**src/rtl/qpsk_phase_sequencer.sv**
```systemverilog
`default_nettype none
// ============================================================================
// Module   : qpsk_phase_sequencer
// Brief    : Bring-up sequencer for the QPSK datapath. Resets the datapath,
//            lets it settle, sweeps the receiver sampling phase while counting
//            bit errors over a fixed symbol window, then locks the best phase.
// Config   : QPSK_PHASE_SWEEP_EN - defined: sweep all N_PHASES phases;
//            undefined: single measurement pass at i_phase_fix.
// Revision : 1.0 - initial release
// ============================================================================
module qpsk_phase_sequencer #(
    parameter int N_PHASES      = 4,
    parameter int PHASE_W       = 2,
    parameter int WINDOW_LEN    = 1024,
    parameter int SETTLE_CYCLES = 256,
    parameter int ERR_W         = 16
) (
    input  logic               clk,
    input  logic               i_reset,
    input  logic               i_start,
    input  logic               i_sym_valid,
    input  logic [1:0]         i_bit_err,
    input  logic [ERR_W-1:0]   i_err_thr,
    input  logic [PHASE_W-1:0] i_phase_fix,
    output logic               o_dp_reset,
    output logic               o_dp_enable,
    output logic [PHASE_W-1:0] o_phase,
    output logic               o_busy,
    output logic               o_done,
    output logic               o_locked,
    output logic [ERR_W-1:0]   o_min_err,
    output logic [2:0]         o_state
);

    // Shared cycle counter covers both the 4-cycle datapath reset and settling
    localparam int c_CNT_W       = $clog2((SETTLE_CYCLES > 4) ? SETTLE_CYCLES : 4) + 1;
    localparam int c_SYM_W       = $clog2(WINDOW_LEN + 1);
    localparam int c_DP_RST_LEN  = 4;

    typedef enum logic [2:0] {
        ST_IDLE    = 3'd0,
        ST_DP_RST  = 3'd1,
        ST_SETTLE  = 3'd2,
        ST_MEASURE = 3'd3,
        ST_EVAL    = 3'd4,
        ST_LOCK    = 3'd5
    } state_t;

    state_t               r_state;
    state_t               w_state_nxt;
    logic [c_CNT_W-1:0]   r_cnt;
    logic [c_CNT_W-1:0]   w_cnt_nxt;
    logic [c_SYM_W-1:0]   r_sym_cnt;
    logic [c_SYM_W-1:0]   w_sym_cnt_nxt;
    logic [ERR_W-1:0]     r_err_acc;
    logic [ERR_W-1:0]     w_err_acc_nxt;
    logic [ERR_W-1:0]     r_best_err;
    logic [ERR_W-1:0]     w_best_err_nxt;
    logic [PHASE_W-1:0]   r_phase;
    logic [PHASE_W-1:0]   w_phase_nxt;
    logic [PHASE_W-1:0]   r_best_phase;
    logic [PHASE_W-1:0]   w_best_phase_nxt;

    logic [1:0]           w_popcnt;
    logic [ERR_W:0]       w_acc_sum;
    logic [ERR_W-1:0]     w_acc_sat;

`ifndef QPSK_PHASE_SWEEP_EN
`else
    // Fixed phase input is not used when the full sweep is built in
    logic                 w_unused_phase_fix;
    assign w_unused_phase_fix = ^i_phase_fix;
`endif

    // Error accumulation adds 0, 1 or 2 per symbol and clamps at all-ones
    assign w_popcnt  = {1'b0, i_bit_err[1]} + {1'b0, i_bit_err[0]};
    assign w_acc_sum = {1'b0, r_err_acc} + {{(ERR_W-1){1'b0}}, w_popcnt};
    assign w_acc_sat = w_acc_sum[ERR_W] ? {ERR_W{1'b1}} : w_acc_sum[ERR_W-1:0];

    // State register
    always_ff @(posedge clk) begin
        if (i_reset) begin
            r_state <= ST_IDLE;
        end else begin
            r_state <= w_state_nxt;
        end
    end

    // Next-state and next-value logic for the sweep bookkeeping
    always_comb begin
        w_state_nxt      = r_state;
        w_cnt_nxt        = r_cnt;
        w_sym_cnt_nxt    = r_sym_cnt;
        w_err_acc_nxt    = r_err_acc;
        w_best_err_nxt   = r_best_err;
        w_phase_nxt      = r_phase;
        w_best_phase_nxt = r_best_phase;

        case (r_state)
            ST_IDLE, ST_LOCK: begin
                if (i_start) begin
                    w_state_nxt    = ST_DP_RST;
                    w_cnt_nxt      = '0;
                    w_best_err_nxt = {ERR_W{1'b1}};
`ifdef QPSK_PHASE_SWEEP_EN
                    w_phase_nxt      = '0;
                    w_best_phase_nxt = '0;
`else
                    w_phase_nxt      = i_phase_fix;
                    w_best_phase_nxt = i_phase_fix;
`endif
                end
            end

            ST_DP_RST: begin
                if (r_cnt == c_CNT_W'(c_DP_RST_LEN - 1)) begin
                    w_state_nxt = ST_SETTLE;
                    w_cnt_nxt   = '0;
                end else begin
                    w_cnt_nxt = r_cnt + 1'b1;
                end
            end

            ST_SETTLE: begin
                if (r_cnt == c_CNT_W'(SETTLE_CYCLES - 1)) begin
                    w_state_nxt   = ST_MEASURE;
                    w_cnt_nxt     = '0;
                    w_err_acc_nxt = '0;
                    w_sym_cnt_nxt = '0;
                end else begin
                    w_cnt_nxt = r_cnt + 1'b1;
                end
            end

            ST_MEASURE: begin
                if (i_sym_valid) begin
                    w_err_acc_nxt = w_acc_sat;
                    w_sym_cnt_nxt = r_sym_cnt + 1'b1;
                    if (r_sym_cnt == c_SYM_W'(WINDOW_LEN - 1)) begin
                        w_state_nxt = ST_EVAL;
                    end
                end
            end

            ST_EVAL: begin
                // Strict compare so a tie keeps the earlier phase
                if (r_err_acc < r_best_err) begin
                    w_best_err_nxt   = r_err_acc;
                    w_best_phase_nxt = r_phase;
                end
`ifdef QPSK_PHASE_SWEEP_EN
                if (r_phase == PHASE_W'(N_PHASES - 1)) begin
                    w_state_nxt = ST_LOCK;
                end else begin
                    w_state_nxt = ST_SETTLE;
                    w_phase_nxt = r_phase + 1'b1;
                    w_cnt_nxt   = '0;
                end
`else
                w_state_nxt = ST_LOCK;
`endif
            end

            default: begin
                w_state_nxt = ST_IDLE;
            end
        endcase
    end

    // Bookkeeping registers and outputs, registered from next-state values
    always_ff @(posedge clk) begin
        if (i_reset) begin
            r_cnt        <= '0;
            r_sym_cnt    <= '0;
            r_err_acc    <= '0;
            r_best_err   <= {ERR_W{1'b1}};
            r_phase      <= '0;
            r_best_phase <= '0;
            o_dp_reset   <= 1'b1;
            o_dp_enable  <= 1'b0;
            o_phase      <= '0;
            o_busy       <= 1'b0;
            o_done       <= 1'b0;
            o_locked     <= 1'b0;
            o_min_err    <= {ERR_W{1'b1}};
            o_state      <= 3'd0;
        end else begin
            r_cnt        <= w_cnt_nxt;
            r_sym_cnt    <= w_sym_cnt_nxt;
            r_err_acc    <= w_err_acc_nxt;
            r_best_err   <= w_best_err_nxt;
            r_phase      <= w_phase_nxt;
            r_best_phase <= w_best_phase_nxt;
            o_state      <= w_state_nxt;
            o_dp_reset   <= (w_state_nxt == ST_IDLE) || (w_state_nxt == ST_DP_RST);
            o_dp_enable  <= (w_state_nxt != ST_IDLE) && (w_state_nxt != ST_DP_RST);
            o_busy       <= (w_state_nxt != ST_IDLE) && (w_state_nxt != ST_LOCK);
            o_done       <= (w_state_nxt == ST_LOCK) && (r_state != ST_LOCK);
            o_locked     <= (w_state_nxt == ST_LOCK) && (w_best_err_nxt <= i_err_thr);
            o_min_err    <= w_best_err_nxt;
            o_phase      <= (w_state_nxt == ST_LOCK) ? w_best_phase_nxt : w_phase_nxt;
        end
    end

endmodule
`default_nettype wire

```
**config.mk**
```make
export PLATFORM = sky130hd
export DESIGN_NAME = qpsk_phase_sequencer
export DESIGN_NICKNAME = d
export VERILOG_FILES = /design/src/rtl/qpsk_phase_sequencer.sv
export SDC_FILE = /design/constraint.sdc
export NUM_CORES = 1
export LEC_CHECK = 0
export BUFFER_PORTS_ARGS = -buffer_cell sky130_fd_sc_hd__clkbuf_2
export CELL_PAD_IN_SITES_DETAIL_PLACEMENT = 1
export CELL_PAD_IN_SITES_GLOBAL_PLACEMENT = 1
export CORE_ASPECT_RATIO = 1.2
export CORE_MARGIN = 4
export CORE_UTILIZATION = 47
export DETAILED_ROUTE_END_ITERATION = 7
export PLACE_DENSITY_LB_ADDON = 0.1
export SLEW_MARGIN = 20
export SYNTH_ARGS = -nofsm -noshare
export SYNTH_HDL_FRONTEND = slang
export SYNTH_SLANG_ARGS = --single-unit
```
**constraint.sdc**
```tcl
create_clock -name clk -period 8.4 [get_ports clk]
set_clock_uncertainty 0.2 [all_clocks]
set_input_delay 0.84 -clock clk [delete_from_list [all_inputs] [get_ports clk]]
set_output_delay 0.84 -clock clk [all_outputs]
set_load 0.02 [all_outputs]
```
After elaboration in Yosys (flattened, before gate mapping)
Cells that the tools add are included.
{"block": "totals", "regBits": 66, "wordCells": 74, "inputBits": 24}
{"block": "classes", "add_sub_neg": 4, "n_mux": 26, "eq_ne": 16, "reduce_logical": 13, "order_cmp": 2}
{"operator": "two-way mux 16 bit", "count": 5}
{"operator": "one-hot mux 16 bit (2 select lines)", "count": 2}
{"operator": "two-way mux 9 bit", "count": 3}
{"operator": "one-hot mux 9 bit (3 select lines)", "count": 1}
{"operator": "two-way mux 11 bit", "count": 2}
{"operator": "one-hot mux 11 bit (2 select lines)", "count": 1}
{"operator": "adder 16 x 2 -> 17 bit", "count": 1}
{"operator": "<= comparator 16 bit", "count": 1}
{"operator": "< comparator 16 bit", "count": 1}
{"operator": "two-way mux 3 bit", "count": 5}
{"operator": "one-hot mux 3 bit (5 select lines)", "count": 1}
{"operator": "adder 11 x 1 -> 11 bit (second input constant)", "count": 1}
{"operator": "== test 11 x 10 -> 1 bit (second input constant)", "count": 1}
{"operator": "two-way mux 2 bit", "count": 5}
{"operator": "adder 9 x 1 -> 9 bit (second input constant)", "count": 1}
{"operator": "== test 3 bit (second input constant)", "count": 3}
{"operator": "== test 9 x 2 -> 1 bit (second input constant)", "count": 1}
{"operator": "== test 9 x 8 -> 1 bit (second input constant)", "count": 1}
{"operator": "== test 3 x 1 -> 1 bit (second input constant)", "count": 2}
{"operator": "== test 3 x 2 -> 1 bit (second input constant)", "count": 2}
{"operator": "zero test 3 bit", "count": 2}
{"operator": "inequality test 2 bit (second input constant)", "count": 3}
{"operator": "inequality test 3 bit (second input constant)", "count": 2}
{"operator": "nonzero test 3 bit", "count": 2}
{"operator": "9 further kinds", "count": 12}

Depth between registers and ports, before layout
{"block": "depth", "depth_word": 6, "ltp_mapped": 16, "mapped_depth_nobuf": 15}

Worst setup path after synthesis
OpenSTA, ideal clock, no wires.
{"block": "synth_timing", "path_type": "flip-flop to flip-flop", "start": "reg r_best_err[6]", "end": "reg o_locked", "required_time_ns": 8.114, "t_arrival_ns": 3.383, "period_less_slack_ns": 3.669, "path_slack_ns": 4.731, "stages_incl_launch_ff": 17, "path_buffers": 1, "cell_sequence": "dfxtp_1 > inv_1 > ha_1 > a21o_1 > a221o_1 > a21o_1 > a211oi_4 > buf_6 > mux2i_1 > nand2_1 > ha_1 > nor2b_1 > o21ai_0 > a21oi_1 > nor3_1 > o31ai_1 > a211oi_1"}
{"block": "synth_via", "elab_chain_len": 5}
{"element": "from (decl)", "line": "57", "text": "logic [ERR_W-1:0] r_best_err;"}
{"element": "from (signal assigned)", "line": "176", "text": "r_best_err <= {ERR_W{1'b1}};"}
{"element": "from (signal assigned)", "line": "191", "text": "r_best_err <= w_best_err_nxt;"}
{"element": "< comparator 16 bit", "line": "147", "text": "if (r_err_acc < r_best_err) begin"}
{"element": "two-way mux 16 bit", "line": "147"}
{"element": "one-hot mux 16 bit (2 select lines)", "line": "99", "text": "case (r_state)"}
{"element": "named net w_best_err_nxt[1]", "line": "58", "text": "logic [ERR_W-1:0] w_best_err_nxt;"}
{"element": "<= comparator 16 bit", "line": "199", "text": "o_locked <= (w_state_nxt == ST_LOCK) && (w_best_err_nxt <= i_err_thr);"}
{"element": "logical AND 1 bit", "line": "199"}
{"element": "to (signal assigned)", "line": "199"}
{"element": "to (decl)", "line": "30", "text": "output logic o_locked,"}
The timed path passes the listed nets, and every way through them passes these cells.
A chain may end at the register's enable or synchronous reset.

Final worst setup path
{"block": "layout_timing", "start": "reg r_err_acc[6]", "end": "reg o_locked"}
{"block": "layout_via", "elab_chain_len": 5}
{"element": "from (decl)", "line": "55", "text": "logic [ERR_W-1:0] r_err_acc;"}
{"element": "from (signal assigned)", "line": "190", "text": "r_err_acc <= w_err_acc_nxt;"}
{"element": "< comparator 16 bit", "line": "147"}
{"element": "two-way mux 16 bit", "line": "147"}
{"element": "one-hot mux 16 bit (2 select lines)", "line": "99"}
{"element": "named net w_best_err_nxt[9]", "line": "58"}
{"element": "<= comparator 16 bit", "line": "199"}
{"element": "logical AND 1 bit", "line": "199"}
The timed path passes the listed nets, and every way through them passes these cells.

==> out/qor.yml <==
status: "finished, final reports clean"
grt_pass1_wl_um: 20610
num-nets-final: 643
maxCapViolCount: 0
yosysTopAreaCell: "dfxtp_1"
wire_per_inst_um: 17.43
power_leakage_uw: 0.002103
cp.required_ps: 8480
gp_congestion: 0.8282
syn_area_per_cell_um2: 7.757
timing.hold.ws_ps: 299.3
crit_arrival_ps: 4600
yosys-top-cells-area: "dfxtp_1 (31%), ha_1 (11%), nor2_1 (5.1%)"
min_delay_path_depth: 2
met2_wirelength_um: 6154
postCtsResizedCells: 0
startpoint_type: "flip-flop"
worstMarginPinSlew_ps: 858.7
clk_path_buf_depth: 2
clkSlewWorstSetupHoldPaths_ps: 80
vias: 4103
ys_seq_area_share_pct: 31.20
holdBufCountCts: 0
drt-met1-wl_um: 5402
synth_top_area_share_pct: 31.20
syn-instance-count: 546
gr-usage-all-layers_pct: 24.34
placed_area_um2: 4537
numClockSinks: 66
fp-row-count: 37
hold_viol: 0
clock-root-buffer: "clkbuf_8"
powerDensity_nw_per_um2: 149.5
fillers: 1139
synthTopCellsByCount: "dfxtp_1 (66), nor2_1 (57), nand2_1 (56)"
cts_tree: "done"
clock.fmax_mhz: 221.5
critPathMaxFanout: 20
ys_types: 55
die-area_um2: 10600
dp_hpwl_um: 9096
portBuffers: 49
dr.pass1.iters: 6
start_util_pct: 48.66
hp-class: "reg2reg"
drv_slew: 0
fin_area_um2: 4780
ant_nets: 0
vias_per_cell: 5.828
finalCritPeriodShare_pct: 53.73
yosysMostFrequentCell: "dfxtp_1"
end_kind: "flip-flop"
synthArstFlopShare_pct: 0
ioPinCount: 50
routed_wl_um: 12270
rsz0062_at_grt: "no"
die_h_um: 112.0
tns_ps: 0
drc: 0
die_w_um: 94.66
r2r_cells: 15
setup_viol: 0
top_layer_used: "met4"
synth_edf_count: 0
drtIter0Drc: 153
ys_warn_count: 0
insertion_delay_ps: 370
grt_overflow_total: 0
ir_drop_mv: 0.1078
synth_area_um2: 4235
post_cts_buffers: 0
ys_ff_latch: 66
antenna_found_initial: 0
grt_pass1_vias: 4385
synth_ff_type: "dfxtp_1"
relSlewSlack_pct: 42.49
cts_made_buffers: 9
antennaDiodeCount: 0
cts_max_level: 3
syn_nets: 607
drive_above_1_share_pct: 13.97
fp.coreArea_um2: 8703
crit_type: "reg2reg"
min_period_ps: 4514
wl_met3_um: 416
grt_max_degree: 64
area_growth_syn_to_layout_pct: 12.85
report_power, final:
part | switching [µW] | leakage [µW] | internal [µW]
registers | 4.83 | 0.000534 | 316
logic | 36.4 | 0.00145 | 21.4
clock network | 137 | 0.000117 | 198
layout by cell type (no fill, tap or decap), types with 3 or more instances in the layout:
cell,count
dfxtp_1,66
nor2_1,57
nand2_1,56
clkbuf_2,49
inv_1,41
a21oi_1,39
ha_1,36
o21ai_0,33
nor3_1,19
nand3_1,15
nand4_1,14
mux2i_1,13
nor4_1,10
xor2_1,10
o22a_1,9
nor2b_1,9
clkbuf_8,9
and3_1,8
a211oi_1,8
a22oi_1,6
o21ai_1,5
a211oi_2,5
buf_4,5
and4_1,4
and2_1,4
o21bai_1,4
a31oi_1,4
o31ai_1,4
xnor2_1,3
a221o_1,3
bufinv_16,3
final timing paths:
check,start,end,slack (ps)
worst max-delay path,r_err_acc[6],o_locked,3890
worst min-delay path,r_sym_cnt[8],r_sym_cnt[8],300
worst max register to register,r_err_acc[6],o_locked,3890
worst min register to register,r_sym_cnt[8],r_sym_cnt[8],300
cells by family (layout without fill, tap and decap cells):
family          after synthesis  in the layout  synth area share, %
simple gates                207            207                23.46
flops                        66             66                31.20
fa+ha+maj                    37             37                11.11
compound gates              136            136                21.30
xor+xnor                     13             13                2.688
mux                          14             14                3.338
buf+inv                      73            114                6.913
critical path, stage by stage, from the launching register on:
cell and delay [ps]:
dfxtp_1 490, ha_1 310, a21o_1 190, a221o_1 340
a21o_1 200, a211oi_4 540, buf_4 370, o21a_1 390
o22a_1 210, ha_1 240, a21oi_1 160, a2bb2oi_1 200
a21oi_1 100, nor2_1 150, o31ai_1 110, a211oi_1 220
flip-flops by register name (all words and copies together) (netlist names):
| register | cells |
|---|---|
| r_err_acc | 16 |
| o_dp_enable | 1 |
| r_cnt | 9 |
| r_sym_cnt | 11 |
| r_best_phase | 2 |
| o_locked | 1 |
| r_best_err | 16 |
| o_state | 3 |
| o_busy | 1 |
| o_done | 1 |
| r_phase | 2 |
| o_phase | 2 |
| o_dp_reset | 1 |
metal layers:
metal,vias up,GRT usage [%]
li1,2006,-
met1,2008,28.96
met3,20,4.122
met2,69,41.91
met5,-,0
met4,0,11.26
per-stage QoR:
step	worst slack, ps	cells	util [%]	total power (µW)
CTS	3925	704	54.92	718.0
floorplan	4731	546	-	366.2
detailed placement	3988	688	52.13	385.5
global placement	4198	688	52.13	382.4
global route	3693	704	54.92	741.1
finish	3886	704	54.92	714.5
cell type report:
cell class	count	area (µm²)	area share (%)
Tap cell	117	146.4	3.063
Multi-Input combinational cell	407	2621	54.84
Sequential cell	66	1321	27.64
Inverter	44	165.2	3.455
Timing Repair Buffer	54	282.8	5.916
Clock inverter	6	115.1	2.408
Clock buffer	10	127.6	2.670
Power figures use the tool's default switching activity.
